===== config.mk =====
export PLATFORM = sky130hd
export DESIGN_NAME = kbd_event_mapper
export DESIGN_NICKNAME = d
export VERILOG_FILES = /design/src/rtl/kbd_pkg.sv /design/src/rtl/kbd_repeat_timer.sv /design/src/rtl/kbd_event_mapper.sv
export SDC_FILE = /design/constraint.sdc
export NUM_CORES = 1
export LEC_CHECK = 0
export ABC_AREA = 1
export CORE_ASPECT_RATIO = 2
export CORE_MARGIN = 4
export CORE_UTILIZATION = 51
export DETAILED_ROUTE_END_ITERATION = 7
export HOLD_SLACK_MARGIN = 0.02
export PLACE_DENSITY_LB_ADDON = 0.2
export SYNTH_ARGS = -nofsm -noshare
export SYNTH_HDL_FRONTEND = slang
export SYNTH_HIERARCHICAL = 1
export SYNTH_SLANG_ARGS = --single-unit

===== constraint.sdc =====
create_clock -name clk -period 1 [get_ports clk]
set_input_delay 0.25 -clock clk [delete_from_list [all_inputs] [get_ports clk]]
set_output_delay 0.25 -clock clk [all_outputs]
set_load 0.02 [all_outputs]

===== src/rtl/kbd_pkg.sv =====
// rtl/kbd_pkg.sv - shared scan-code constants, parser states and table helper
package kbd_pkg;

  // PS/2 set-2 prefix and error bytes
  localparam logic [7:0] SC_EXT   = 8'hE0;
  localparam logic [7:0] SC_BRK   = 8'hF0;
  localparam logic [7:0] SC_PAUSE = 8'hE1;
  localparam logic [7:0] SC_ERR0  = 8'h00;
  localparam logic [7:0] SC_ERR1  = 8'hFF;

  // Bytes that follow the leading E1 of the Pause sequence
  localparam int SC_PAUSE_SKIP = 7;

  // Largest table the helper can address (channels)
  localparam int MAX_KEYS    = 64;
  localparam int MAX_TABLE_W = MAX_KEYS * 18;

  typedef enum logic [2:0] {
    ST_IDLE,
    ST_EXT,
    ST_BRK,
    ST_EXT_BRK,
    ST_SKIP
  } parse_state_t;

  // Entry {ext, byte} for channel k, alias a
  function automatic logic [8:0] code_entry(input logic [MAX_TABLE_W-1:0] tbl,
                                            input int k, input int a);
    return tbl[(2*k+a)*9 +: 9];
  endfunction

endpackage


===== src/rtl/kbd_repeat_timer.sv =====
// rtl/kbd_repeat_timer.sv - per-channel auto-repeat down-counter
module kbd_repeat_timer #(
  parameter int               CNT_W = 8,
  parameter logic [CNT_W-1:0] DELAY = '0,
  parameter logic [CNT_W-1:0] RATE  = CNT_W'(1)
) (
  input  logic clk,
  input  logic reset,
  input  logic load,
  input  logic clear,
  input  logic tick,
  input  logic enable,
  output logic fire
);

  logic [CNT_W-1:0] cnt;

  // A tick that finds the counter at 1 produces a repeat
  assign fire = enable && tick && (cnt == CNT_W'(1));

  // Counter: clear on break, load on fresh make, count ticks while enabled
  always_ff @(posedge clk) begin
    if (reset) begin
      cnt <= '0;
    end else if (clear) begin
      cnt <= '0;
    end else if (load) begin
      cnt <= DELAY;
    end else if (enable && tick && (cnt != '0)) begin
      cnt <= fire ? RATE : cnt - CNT_W'(1);
    end
  end

endmodule


===== src/rtl/kbd_event_mapper.sv =====
// rtl/kbd_event_mapper.sv - PS/2 scan-code parser, key table match and event flags
module kbd_event_mapper
  import kbd_pkg::*;
#(
  parameter int                    N_KEYS       = 9,
  parameter logic [N_KEYS*18-1:0]  CODE_TABLE   = '0,
  parameter int                    REPEAT_DELAY = 25,
  parameter int                    REPEAT_RATE  = 5,
  parameter int                    CNT_W        = 8
) (
  input  logic              clk,
  input  logic              reset,
  input  logic [7:0]        rx_byte,
  input  logic              rx_valid,
  input  logic              tick,
  input  logic              repeat_en,
  input  logic              evt_ack,
  output logic [N_KEYS-1:0] key_held,
  output logic [N_KEYS-1:0] key_press,
  output logic [N_KEYS-1:0] evt_pending,
  output logic              evt_overrun
);

  localparam logic [MAX_TABLE_W-1:0] TBL     = MAX_TABLE_W'(CODE_TABLE);
  localparam logic [CNT_W-1:0]       DELAY_C = CNT_W'(REPEAT_DELAY);
  localparam logic [CNT_W-1:0]       RATE_C  = CNT_W'(REPEAT_RATE);
  localparam logic                   RPT_ON  = (REPEAT_DELAY != 0);

  parse_state_t state;
  logic [2:0]   skip_cnt;
  logic         err_byte;
  logic         code_valid;
  logic         code_brk;
  logic [8:0]   code;

  logic [N_KEYS-1:0] make_new;
  logic [N_KEYS-1:0] brk_hit;
  logic [N_KEYS-1:0] rpt_fire;
  logic [N_KEYS-1:0] evt;

  assign err_byte = (rx_byte == SC_ERR0) || (rx_byte == SC_ERR1);

  // Decode whether this byte completes a make or break code
  always_comb begin
    code_valid = 1'b0;
    code_brk   = 1'b0;
    code       = {1'b0, rx_byte};
    if (rx_valid && !err_byte) begin
      case (state)
        ST_IDLE: begin
          if (rx_byte != SC_EXT && rx_byte != SC_BRK && rx_byte != SC_PAUSE)
            code_valid = 1'b1;
        end
        ST_EXT: begin
          if (rx_byte != SC_BRK) begin
            code_valid = 1'b1;
            code       = {1'b1, rx_byte};
          end
        end
        ST_BRK: begin
          code_valid = 1'b1;
          code_brk   = 1'b1;
        end
        ST_EXT_BRK: begin
          code_valid = 1'b1;
          code_brk   = 1'b1;
          code       = {1'b1, rx_byte};
        end
        default: ;
      endcase
    end
  end

  // Prefix parser; error bytes abandon any partial code
  always_ff @(posedge clk) begin
    if (reset) begin
      state    <= ST_IDLE;
      skip_cnt <= '0;
    end else if (rx_valid) begin
      if (err_byte) begin
        state    <= ST_IDLE;
        skip_cnt <= '0;
      end else begin
        case (state)
          ST_IDLE: begin
            if (rx_byte == SC_EXT) begin
              state <= ST_EXT;
            end else if (rx_byte == SC_BRK) begin
              state <= ST_BRK;
            end else if (rx_byte == SC_PAUSE) begin
              state    <= ST_SKIP;
              skip_cnt <= 3'(SC_PAUSE_SKIP);
            end
          end
          ST_EXT:     state <= (rx_byte == SC_BRK) ? ST_EXT_BRK : ST_IDLE;
          ST_BRK:     state <= ST_IDLE;
          ST_EXT_BRK: state <= ST_IDLE;
          ST_SKIP: begin
            skip_cnt <= skip_cnt - 3'd1;
            if (skip_cnt <= 3'd1)
              state <= ST_IDLE;
          end
          default:    state <= ST_IDLE;
        endcase
      end
    end
  end

  // Per-channel table match and repeat timer; duplicate entries fan out
  for (genvar k = 0; k < N_KEYS; k++) begin : g_ch
    localparam logic [8:0] ENT0 = code_entry(TBL, k, 0);
    localparam logic [8:0] ENT1 = code_entry(TBL, k, 1);

    logic hit;
    assign hit = code_valid &&
                 (((ENT0 != 9'h000) && (ENT0 == code)) ||
                  ((ENT1 != 9'h000) && (ENT1 == code)));
    assign make_new[k] = hit && !code_brk && !key_held[k];
    assign brk_hit[k]  = hit && code_brk;

    kbd_repeat_timer #(
      .CNT_W (CNT_W),
      .DELAY (DELAY_C),
      .RATE  (RATE_C)
    ) u_timer (
      .clk    (clk),
      .reset  (reset),
      .load   (make_new[k]),
      .clear  (brk_hit[k]),
      .tick   (tick),
      .enable (repeat_en && key_held[k] && RPT_ON),
      .fire   (rpt_fire[k])
    );
  end

  // A break in the same cycle as a repeat suppresses the repeat
  assign evt = make_new | (rpt_fire & ~brk_hit);

  // Registered key state, press pulses and sticky pending flags
  always_ff @(posedge clk) begin
    if (reset) begin
      key_held    <= '0;
      key_press   <= '0;
      evt_pending <= '0;
      evt_overrun <= 1'b0;
    end else begin
      key_held    <= (key_held | make_new) & ~brk_hit;
      key_press   <= evt;
      evt_pending <= (evt_pending & ~{N_KEYS{evt_ack}}) | evt;
      evt_overrun <= (|(evt & evt_pending)) && !evt_ack;
    end
  end

endmodule


# Word-level counts from Yosys, hierarchy flattened
# Cells that the tools add are included.
# op_classes
shift	0
magnitude_cmp	0
n_eq_ne	0
n_mul	0
div	0
reduce_logical	0
bitwise	2
muxes	0
add_sub_neg	0
# ops
operator	n
$and 9x9->9	1
$not 9->9	1
# totals
word_cells	3
regBits	9
mem_bits_ro	0
mem_count	0
mem_bits_rw	0
latchBits	0

# Longest topological paths before layout
# logic_depth
word_depth	2
mapped_depth	12
depth_no_buf	12

# Hierarchy
# The synthesis kept the hierarchy.
# by_module_without_submodules
mod	n_inst	area_per_inst_um2	cells_each
kbd_repeat_timer at g_ch[0].u_timer ...	8	580.6	92
kbd_event_mapper	1	720.7	88
kbd_repeat_timer at g_ch[8].u_timer	1	541.8	86

# Worst setup path before layout
# OpenSTA, ideal clock, no wires.
# synth_path
kind	input to register
startpoint	in reset
endpoint	reg g_ch[8].u_timer/cnt[1] (netlist name)
setup_slack_ns	0.192
t_arrival_ns	0.738
cell_stages	5
setup_ns	0.070
n_path_buf	0
cell_sequence	nor2_1 -> inv_1 -> nor2_1 -> o21ai_0 -> a21oi_1
# synth_rtl
item	line_no	text
start: declaration	kbd_event_mapper.sv:12	input logic reset,

# Final worst setup path
# layout_path
startpoint	reg evt_pending[2]
endpoint	out evt_pending[2]
# layout_rtl
item	line_no	text
start: declaration	kbd_event_mapper.sv:20	output logic [N_KEYS-1:0] evt_pending,
start signal: assignment	kbd_event_mapper.sv:149	evt_pending <= (evt_pending & ~{N_KEYS{evt_ack}}) | evt;
# No word-level cell between the ends.

==> flow_summary_export.csv <==
group,metric,value,unit
setup_path,max_stage_delay,0.35,ns
grt,grt_use_met3,3.41,%
power,p_leak,3.48,nW
power,switching_share,30.0,%
drt,postRouteAntennaNets,0,
drt,drc,0,
drt,drtIter0Drc,188,
setup_path,path_max_fanout,3,
setup_path,critPathArrivalTime,0.81,ns
clocking,clk_pin_slew_worst_paths,0.06,ns
yosys,synth_enable_flop_cells,0,
yosys,ys_warn_count,6,
timing,fin_ws,-0.0594,ns
timing,fmax,944,MHz
setup_path,cp_slowest_cell,"dfxtp_2",
worst_hold_path,worstHoldStart,"evt_pending[1]",
power,seqPwrFrac,42.8,%
timing,fin_skew,0,ns
timing,hold_ws,0.482,ns
setup_path,critical_path_class,"reg -> out",
drt,firstDrtPassIters,4,
floorplanning,start_util,52.0,%
clocking,cts_tree,"built",
outcome,violations,"negative setup slack",
grt,track_usage,19.3,%
timing,slew-limit-headroom,66.5,%
yosys,ys_ff_latch,91,
setup_path,start_kind,"register",
place,hpwl,9860,µm
timing,finalCriticalPeriod,1.06,ns
setup_path,endpoint_kind,"output port",
clocking,root_buffer,"clkbuf_16",
layout,final_cell_mix,"nand2_1 (215), nor2_1 (144), inv_1 (128)",
timing,post-route-period-util,106,%
yosys,yosys.cell_types.count,26,
floorplanning,rows,55,
yosys,netlist_instances,910,
place,gp_congestion,0.896,
timing,slew_violations,0,
yosys,yosysTopAreaCellShare,30.8,%
power,p_clk_share,38.3,%
setup_path,worstPathCellList,"buf_6",
layout,final_util,61.6,%
timing,hold_violations,0,
grt,grt_overflow,0,
setup_path,critPathLaunch,"evt_pending[2]",
clocking,cts_hold_buf,0,
place,place_area,6560,µm²
floorplanning,core,11400,µm²
setup_path,r2r_start,"evt_pending[8]",
grt,grt_pass1_vias,5141,
power,internal_power,6.26,mW
grt,antenna_found_initial,0,
setup_path,crit_family,"flip-flops",
job,maxCapViolations,0,
grt,grt_pass1_wl,21600,µm
power,p_comb_share,18.8,%
worst_hold_path,hp-class,"reg -> reg",
yosys,syn_area,5910,µm²
layout,fin_area,6990,µm²
timing,rsz0062_at_grt,"yes",
power,p_sw,2.68,mW
grt,use_met2,38.5,%
setup_path,critPathBufInv,1,
drt,post_drt_wl_per_cell,10.8,µm
timing,worst_pin_slew,0.501,ns
place,place.port_buffers,22,
clocking,cts.sinks,91,
clocking,numCtsBuffers,9,
yosys,avgSynthCellArea,6.49,µm²
power,power,8.94,mW
clocking,worstSkewPairLatency,0.34,ns
power,irDropWorstVdd,901,µV
timing,finalSetupViolations,19,
layout,area_delta_synth_final,18.3,%
layout,layout-drive-gt1-share,21.4,%
setup_path,cp.required,0.75,ns
drt,vias_per_cell,4.66,
drt,vias,5375,
outcome,status,"finished, violations left",
power,p_per_area,1280,nW/µm²
floorplanning,ios,42,
drt,routed_wl,12500,µm
floorplanning,die_w,84.1,µm
layout,final_nets,1038,
clocking,htree_levels,3,
clocking,clockBufferDepth,2,
grt,top_usage_layer,"met2",
grt,met1_usage,17.8,%
floorplanning,dieArea,13500,µm²
layout,final_common_cell,"nand2_1",
yosys,synth.area.top_cells,"dfxtp_1 (31%), nand2_1 (14%), nor2_1 (9.7%), inv_1 (8.2%), nand3_1 (4.7%)",
floorplanning,die_h,160,µm
timing,timing.setup.tns,-0.645,ns
yosys,ys_seq_area_share,30.8,%
yosys,synth_largest_area_cell,"dfxtp_1",
yosys,synth-main-ff-cell,"dfxtp_1",
grt,grt_max_degree,17,
layout,diodes,0,
yosys,ys_async_sr_fraction,0,%
## logic make-up after synthesis
logic type / Yosys count / share of synthesized area [%]
other: 1 / 0.0635
xor gates and xnor gates: 10 / 1.48
DFF: 91 / 30.8
adders and majority gates: 18 / 3.81
and+or+nand+nor: 519 / 42.3
AOI/OAI and AO/OA: 98 / 9.64
buffers and inverters: 173 / 11.8
## worst reg2reg max path: cells and delay by family, from the launching register on
kind	cells	cell delay, ns
AOI/OAI and AO/OA	1	0.06
buffers and inverters	2	0.25
DFF	1	0.33
and+or+nand+nor	1	0.05
## cell type report
cell class	count	area, µm²
Fill cell	1110	4370
Tap cell	142	178
Clock buffer	9	225
Clock inverter	7	76.3
Inverter	162	608
Sequential cell	91	1850
Timing Repair Buffer	43	413
Multi-Input combinational cell	699	3640
## Yosys cell counts, types with 9 or more instances
| cell type | n |
|---|---|
| nand2_2 | 33 |
| nor2_8 | 9 |
| nor2_2 | 19 |
| nor2_4 | 9 |
| o21ai_1 | 24 |
| xor2_1 | 9 |
| nand2_4 | 17 |
| inv_2 | 25 |
| nor2_1 | 153 |
| dfxtp_1 | 91 |
| buf_4 | 9 |
| o21ai_2 | 10 |
| ha_1 | 18 |
| nand2_1 | 215 |
| inv_1 | 129 |
| o21ai_0 | 19 |
| nand3_1 | 55 |
| a21oi_1 | 36 |
## metrics by stage
step / setup WS (ns) / std cells
floorplan: 0.192 / 963
finish: -0.0594 / 1153
global placement: -0.547 / 1134
CTS: -0.0815 / 1150
global route: -0.101 / 1153
detailed placement: -0.548 / 1134
## per-layer routing
metal	vias to the layer above	wire length (µm)
met1	2344	4430
li1	2895	-
met2	100	7180
met5	-	0
met4	0	435
met3	36	440
## worst paths after layout
kind	slack (ns)	depth (start not counted)	to
setup reg to reg	0.20	4	evt_pending[8]
hold / removal	0.48	2	evt_pending[1]
hold reg to reg	0.48	2	evt_pending[1]
setup / recovery	-0.06	1	evt_pending[2]
## what timing repair did
item                                    in CTS  in global routing
buffers inserted                             0                  3
endpoints found under the hold margin        0                  0
resized for setup                          145                  8
endpoints found under the setup margin      73                 34
pin swaps                                    1                  2
## sequential cells by signal, indices dropped and copies added (netlist names)
register / count
key_press: 9
g_ch.u_timer/cnt: 72
evt_pending: 9
evt_overrun: 1
## power by group through the flow
stage	Sequential (mW)	Clock [mW]	Combinational, mW
finish	3.83	3.43	1.68
global route	3.84	3.66	1.91
CTS	3.83	3.54	1.60
detailed placement	3.91	0	1.58
global placement	3.91	0	1.57
floorplan	3.90	0	1.33
No activity file was read; power rests on OpenSTA's default activity.
